File: src/rtl/inst_sram_axi_bridge.sv
// Instruction sram-like responder bridged onto AXI read channels (single-beat, read-only).
// One AR holding register plus an outstanding counter bounds the requests in flight.
module inst_sram_axi_bridge #(
    parameter int unsigned OUTSTANDING = 2,
    parameter logic [3:0]  ARID_VAL    = 4'd0
) (
    input  logic        clk,
    input  logic        reset,
    input  logic        inst_sram_req,
    input  logic        inst_sram_wr,
    input  logic [1:0]  inst_sram_size,
    input  logic [31:0] inst_sram_addr,
    output logic        inst_sram_addr_ok,
    output logic [31:0] inst_sram_rdata,
    output logic        inst_sram_data_ok,
    output logic [3:0]  arid,
    output logic [31:0] araddr,
    output logic [7:0]  arlen,
    output logic [2:0]  arsize,
    output logic [1:0]  arburst,
    output logic [1:0]  arlock,
    output logic [3:0]  arcache,
    output logic [2:0]  arprot,
    output logic        arvalid,
    input  logic        arready,
    input  logic [3:0]  rid,
    input  logic [31:0] rdata,
    input  logic [1:0]  rresp,
    input  logic        rlast,
    input  logic        rvalid,
    output logic        rready
);
    localparam int CW = $clog2(OUTSTANDING + 1);
    localparam logic [CW-1:0] MAX_CNT = CW'(OUTSTANDING);

    logic          arvalid_q, arvalid_d;
    logic [31:0]   araddr_q, araddr_d;
    logic [2:0]    arsize_q, arsize_d;
    logic [CW-1:0] cnt_q, cnt_d;

    // Single in-order ID: rid and rresp carry nothing this bridge acts on.
    logic unused_sigs;
    assign unused_sigs = ^{rid, rresp};

    assign inst_sram_addr_ok = inst_sram_req && !inst_sram_wr && !arvalid_q && (cnt_q < MAX_CNT);
    // Guarding on cnt drops R beats nobody asked for (e.g. left over from a reset).
    assign inst_sram_data_ok = rvalid && rlast && (cnt_q != '0);
    assign inst_sram_rdata   = rdata;

    assign arid    = ARID_VAL;
    assign araddr  = araddr_q;
    assign arsize  = arsize_q;
    assign arvalid = arvalid_q;
    assign arlen   = 8'd0;
    assign arburst = 2'b01;
    assign arlock  = 2'b00;
    assign arcache = 4'd0;
    assign arprot  = 3'd0;
    assign rready  = 1'b1;

    always_comb begin
        arvalid_d = arvalid_q;
        araddr_d  = araddr_q;
        arsize_d  = arsize_q;
        cnt_d     = cnt_q;
        if (arvalid_q && arready)
            arvalid_d = 1'b0;
        if (inst_sram_addr_ok) begin
            arvalid_d = 1'b1;
            araddr_d  = inst_sram_addr;
            arsize_d  = {1'b0, inst_sram_size};
        end
        case ({inst_sram_addr_ok, inst_sram_data_ok})
            2'b10:   cnt_d = cnt_q + 1'b1;
            2'b01:   cnt_d = cnt_q - 1'b1;
            default: cnt_d = cnt_q;
        endcase
    end

    always_ff @(posedge clk) begin
        if (reset) begin
            arvalid_q <= 1'b0;
            araddr_q  <= 32'd0;
            arsize_q  <= 3'd0;
            cnt_q     <= '0;
        end else begin
            arvalid_q <= arvalid_d;
            araddr_q  <= araddr_d;
            arsize_q  <= arsize_d;
            cnt_q     <= cnt_d;
        end
    end
endmodule

File: config.mk
export PLATFORM = sky130hd
export DESIGN_NAME = inst_sram_axi_bridge
export DESIGN_NICKNAME = d
export VERILOG_FILES = /design/src/rtl/inst_sram_axi_bridge.sv
export SDC_FILE = /design/constraint.sdc
export NUM_CORES = 1
export LEC_CHECK = 0
export BUFFER_PORTS_ARGS = -buffer_cell sky130_fd_sc_hd__buf_2
export CAP_MARGIN = 25
export CORE_ASPECT_RATIO = 1.4
export CORE_MARGIN = 10
export CORE_UTILIZATION = 37
export DETAILED_ROUTE_END_ITERATION = 12
export GPL_ROUTABILITY_DRIVEN = 0
export HOLD_SLACK_MARGIN = 0.03
export PLACE_DENSITY = 0.92
export SYNTH_ARGS = -nofsm -noshare
export SYNTH_HDL_FRONTEND = slang
export SYNTH_SLANG_ARGS = --single-unit
File: constraint.sdc
create_clock -name clk -period 2.6 [get_ports clk]
set_clock_uncertainty 0.05 [all_clocks]
set_input_delay 0.13 -clock clk [delete_from_list [all_inputs] [get_ports clk]]
set_output_delay 0.13 -clock clk [all_outputs]
set_load 0.01 [all_outputs]
Word-level counts from Yosys, hierarchy flattened
Index checks and enable logic that the tools add are counted.

word-level totals
  bits in registers = 37
  bits of input ports = 79
  output and inout bits = 94
  word-level logic and storage cells = 23

operators by class
  add/subtract/negate cells = 2
  order comparisons = 1
  equal/unequal tests = 2
  multiplexer cells = 3
  reduce and logical (&&, ||, !) cells = 11

operators with widths
  operator                                            number
  logical AND 1 bit                                   6
  nonzero test 2 bit                                  3
  case mux 2 bit (2 select lines)                     1
  adder 2 x 1 -> 2 bit (second input constant)        1
  == test 2 x 1 -> 1 bit (second input constant)      1
  == test 2 bit (second input constant)               1
  logical NOT 1 bit                                   2
  less-than comparator 2 bit (second input constant)  1
  2-to-1 mux 1 bit                                    2
  subtractor 2 x 1 -> 2 bit (second input constant)   1

Logic depth before layout (Yosys ltp)
  word-level depth = 6
  mapped depth = 7
  depth with buffers taken out = 5

Least setup slack after synthesis
OpenSTA, ideal clock, no wires.

  path type = reg2reg
  start = register arvalid_q, in the netlist arvalid
  end = register cnt_q[1]
  setup time = 0.074 ns
  data arrival time = 1.947 ns
  required time = 2.476 ns
  slack = 0.529 ns
  stages on the path, launching flop included = 7
  path buffers = 2
  period minus slack after synthesis = 2.071 ns
  path through = dfxtp_1 -> or4b_1 -> buf_6 -> buf_2 -> ha_1 -> or3_1 -> a21oi_1

on the way
  word-level cells in the longest chain between the ends = 5
  elaborated cells between the ends (all ways) = 7
  those cells by class = eq/ne: 2; mux: 1; reduce/logical: 4

ends and longest elaborated chain
  item                                                                          RTL line  RTL
  start, declared                                                               36        logic arvalid_q, arvalid_d;
  start signal, assigned                                                        87        arvalid_q <= arvalid_d;
  logical NOT 1 bit *                                                           45        assign inst_sram_addr_ok = inst_sram_req && !inst_sram_wr && !arvalid_q && (cnt_q < MAX_CNT);
  logical AND 1 bit * (2 in series)                                             45
  == test 2 x 1 -> 1 bit / == test 2 bit (equally long branches)                73        case ({inst_sram_addr_ok, inst_sram_data_ok})
  case mux 2 bit (2 select lines) / nonzero test 2 bit (equally long branches)  -
  end signal, assigned                                                          90        cnt_q <= cnt_d;
  end, declared                                                                 39        logic [CW-1:0] cnt_q, cnt_d;

Mark *: on every way between the ends. The rest lies on a longest branch, timed or not.
A chain may end at the register's enable or synchronous reset.

Worst setup path in the final report
  start = register cnt_q[1]
  end = output inst_sram_addr_ok

on the way
  word-level cells in the longest chain between the ends = 2

ends and longest elaborated chain
  item                        RTL line  RTL
  less-than comparator 2 bit  45
  logical AND 1 bit           45
  end, declared               13        output logic inst_sram_addr_ok,

Every way passes these cells.

==> reports/summary.json <==
{
  "status": {
    "outcome": "finished, final reports clean"
  },
  "detailed_routing": {
    "drc_errors": 0,
    "routed_wire_length_per_instance_um": 13.53,
    "drt_wl_total_mm": 4.655,
    "drtIter0Drc": 57,
    "dr.pass1.iters": 4,
    "vias_after_detailed_routing": 1485,
    "count_of_nets_left_with_antenna_violations_after_detail_routing": 0,
    "detail_route.vias_per_cell": 4.317
  },
  "sta": {
    "finalSetupTns_ns": 0,
    "max_slew_margin_pct": 43.94,
    "fin_crit_sh_pct": 79.29,
    "report.final.hold_viol_count": 0,
    "worst-slew-pin-transition_ns": 0.8410,
    "min_period_ns": 2.062,
    "maxClockFrequency_ghz": 0.4850,
    "setup_violations": 0,
    "finalMaxSlewViolations": 0,
    "rsz0062_at_grt": "false",
    "fin_hold_ws_ns": 0.04198
  },
  "synth": {
    "ys_types": 20,
    "netlist_area_before_placement_sq_um": 1844,
    "async_reset_ff_share_pct": 0,
    "synth-simple-area-share_pct": 15.26,
    "muxShareOfSynthArea_pct": 0,
    "synthFlopType": "dfxtp_1",
    "synth_cells": 221,
    "ys_warn_count": 0,
    "synthesis.area_per_instance_sq_um": 8.345,
    "compound_gate_fraction_of_synth_area_pct": 14.04,
    "synth-xor-area-share_pct": 0.9498,
    "synth_seq_area_share_pct": 40.16,
    "dominant_combinational_cell_family_by_area_after_synthesis": "buffers and inverters",
    "synth.ff_latch_count": 37,
    "post_synthesis_share_of_cell_area_spent_on_full_adders_half_adders_and_majority_gates_pct": 0.6784,
    "synth-edff-count": 0
  },
  "worst_setup_path": {
    "critPathArrivalTime_ns": 1.88,
    "critPathRequiredTime_ns": 2.42,
    "timing.reg2reg.worst_path_depth": 4,
    "setup.worst_path.end_class": "primary output",
    "cp-start-kind": "flop",
    "regToRegStartpoint": "cnt_q[1]",
    "path_max_fanout": 36,
    "critPathLaunch": "cnt_q[1]",
    "worstSetupPathType": "flop to primary output"
  },
  "power_and_ir_drop": {
    "clockPowerShare_pct": 34.2,
    "power_report.internal_total_uw": 931.7,
    "power_frac_comb_pct": 17.1,
    "total_switching_power_uw": 335.0,
    "static-leakage-power_uw": 0.001025,
    "seq_power_share_pct": 48.7,
    "power.switching_fraction_pct": 26.45,
    "vdd_drop_max_mv": 0.2962,
    "power.density_nw_per_um2": 583.5
  },
  "cells_and_area": {
    "register_cell_area_after_layout_sq_um": 740.7,
    "antenna_cells": 0,
    "syn_to_final_growth_pct": 17.71,
    "finalNetCount": 359,
    "multi_input_gate_area_sq_um": 664.4,
    "stdcell_count": 344,
    "drive_gt1_share_pct": 37.14,
    "nFillCells": 477
  },
  "cts": {
    "clk_pin_slew_worst_paths_ns": 0.07,
    "tritoncts": "built",
    "tritoncts_buffer_count": 5,
    "cts.sinks": 37,
    "cts_root_buf": "clkbuf_8",
    "cts-root-to-sink-buffers": 2,
    "h-tree-depth": 2,
    "cts.repair.resized": 0,
    "insertion_delay_ns": 0.28
  },
  "grt": {
    "grt_pass1_vias": 1525,
    "grt_remaining_overflow": 0,
    "grt_pass1_wl_mm": 7.251,
    "gr-usage-all-layers_pct": 10.96,
    "grt_antenna_before_repair": 0,
    "grt_start_max_net_pins": 38
  },
  "die": {
    "floorplan.initialDensity_pct": 38.09,
    "die_h_um": 103.5,
    "rows": 30,
    "core_area_sq_um": 4842,
    "pin_count": 173,
    "dieArea_sq_um": 8249,
    "chipWidth_um": 79.67
  },
  "place": {
    "post_dp_hpwl_mm": 3.316,
    "numPortBuffers": 77,
    "placed_cells": 318
  },
  "run": {
    "cap_viol_max_count": 0
  },
  "hold_path": {
    "hold_path_class": "input port to flop",
    "worstHoldPathCells": 3,
    "hp_start": "inst_sram_addr[0]"
  }
}
## state kept, by name (all words and copies together), names as in the netlist
signal	cells
arsize	2
cnt_q	2
arvalid	1
araddr	32
## cell families (layout without fill, tap and decap cells)
logic type / after synthesis / after routing
AOI/OAI and AO/OA: 38 / 38
xor gates and xnor gates: 2 / 2
adders and majority gates: 1 / 1
buffers and inverters: 69 / 105
DFF: 37 / 37
other: 2 / 25
and+or+nand+nor: 72 / 72
## power by group through the flow
stage | clock network [uW] | registers (uW) | logic, uW
6_report | 433 | 617 | 216
4_1_cts | 457 | 617 | 217
2_1_floorplan | 0 | 643 | 194
3_3_place_gp | 0 | 628 | 192
3_5_place_dp | 0 | 630 | 196
5_1_grt | 474 | 621 | 244
## final cells by class
type                    count  area share (%)
clock buffers               7           4.438
multi-input cells         138           30.61
flip-flops and latches     37           34.12
repair buffers             96           26.40
clock inverters             1          0.2305
well taps                  64           3.689
inverters                   1          0.5187
## cell usage in the layout (no fill, tap or decap)
cell type,synthesis,final
a21oi_1,19,19
a21oi_2,17,17
buf_2,3,77
buf_4,57,1
clkbuf_8,0,7
clkinv_2,0,1
conb_1,2,25
dfxtp_1,37,37
dlygate4sd3_1,0,18
ha_1,1,1
inv_8,1,1
nand2_1,68,68
nand2b_1,1,1
nor2_1,1,1
o211a_1,1,1
o21ai_0,1,1
or3_1,1,1
or4b_1,1,1
xnor2_1,1,1
xor2_1,1,1
## worst paths after layout
kind	slack [ns]	to
max	0.54	inst_sram_addr_ok
min	0.04	araddr[0]
max reg2reg	0.73	cnt_q[1]
min reg2reg	0.40	araddr[3]
## layer usage
| metal | vias up | GRT usage [%] | wire (um) |
|---|---|---|---|
| met5 | - | 0 | 0 |
| met2 | 73 | 18.82 | 2304 |
| met1 | 659 | 9.995 | 1651 |
| met4 | 0 | 6.812 | 209 |
| li1 | 732 | - | - |
| met3 | 21 | 5.017 | 489 |
## repair_timing
item / 4_1_cts / 5_1_grt
setup buffers: 0 / 0
hold buffers: 18 / 0
endpoints found under the hold margin: 18 / 0
## cells in the mapped netlist (2+ instances only)
| library cell | count | area, sq um |
|---|---|---|
| a21oi_1 | 19 | 95.09 |
| a21oi_2 | 17 | 148.9 |
| buf_2 | 3 | 15.01 |
| buf_4 | 57 | 427.9 |
| buf_8 | 3 | 45.04 |
| clkbuf_1 | 4 | 15.01 |
| conb_1 | 2 | 7.510 |
| dfxtp_1 | 37 | 740.7 |
| nand2_1 | 68 | 255.2 |
## through the flow
step | setup WS [ns] | cell area, sq um | power [uW] | utilization, %
final | 0.5384 | 2171 | 1267 | 44.83
after CTS | 0.5164 | 2171 | 1291 | 44.83
after global placement | 0.7889 | 1889 | 819.4 | 39.02
after detailed placement | 0.7465 | 1889 | 825.9 | 39.02
after global routing | 0.4448 | 2171 | 1339 | 44.83
after floorplan | 0.5287 | 1931 | 837.8 | -
## critical path, cell delays in order (launching register included)
cell and delay [ns]:
dfxtp_1 0.33, or4b_1 0.56, buf_4 0.29, inv_8 0.23, buf_2 0.17
Power figures use the tool's default switching activity.
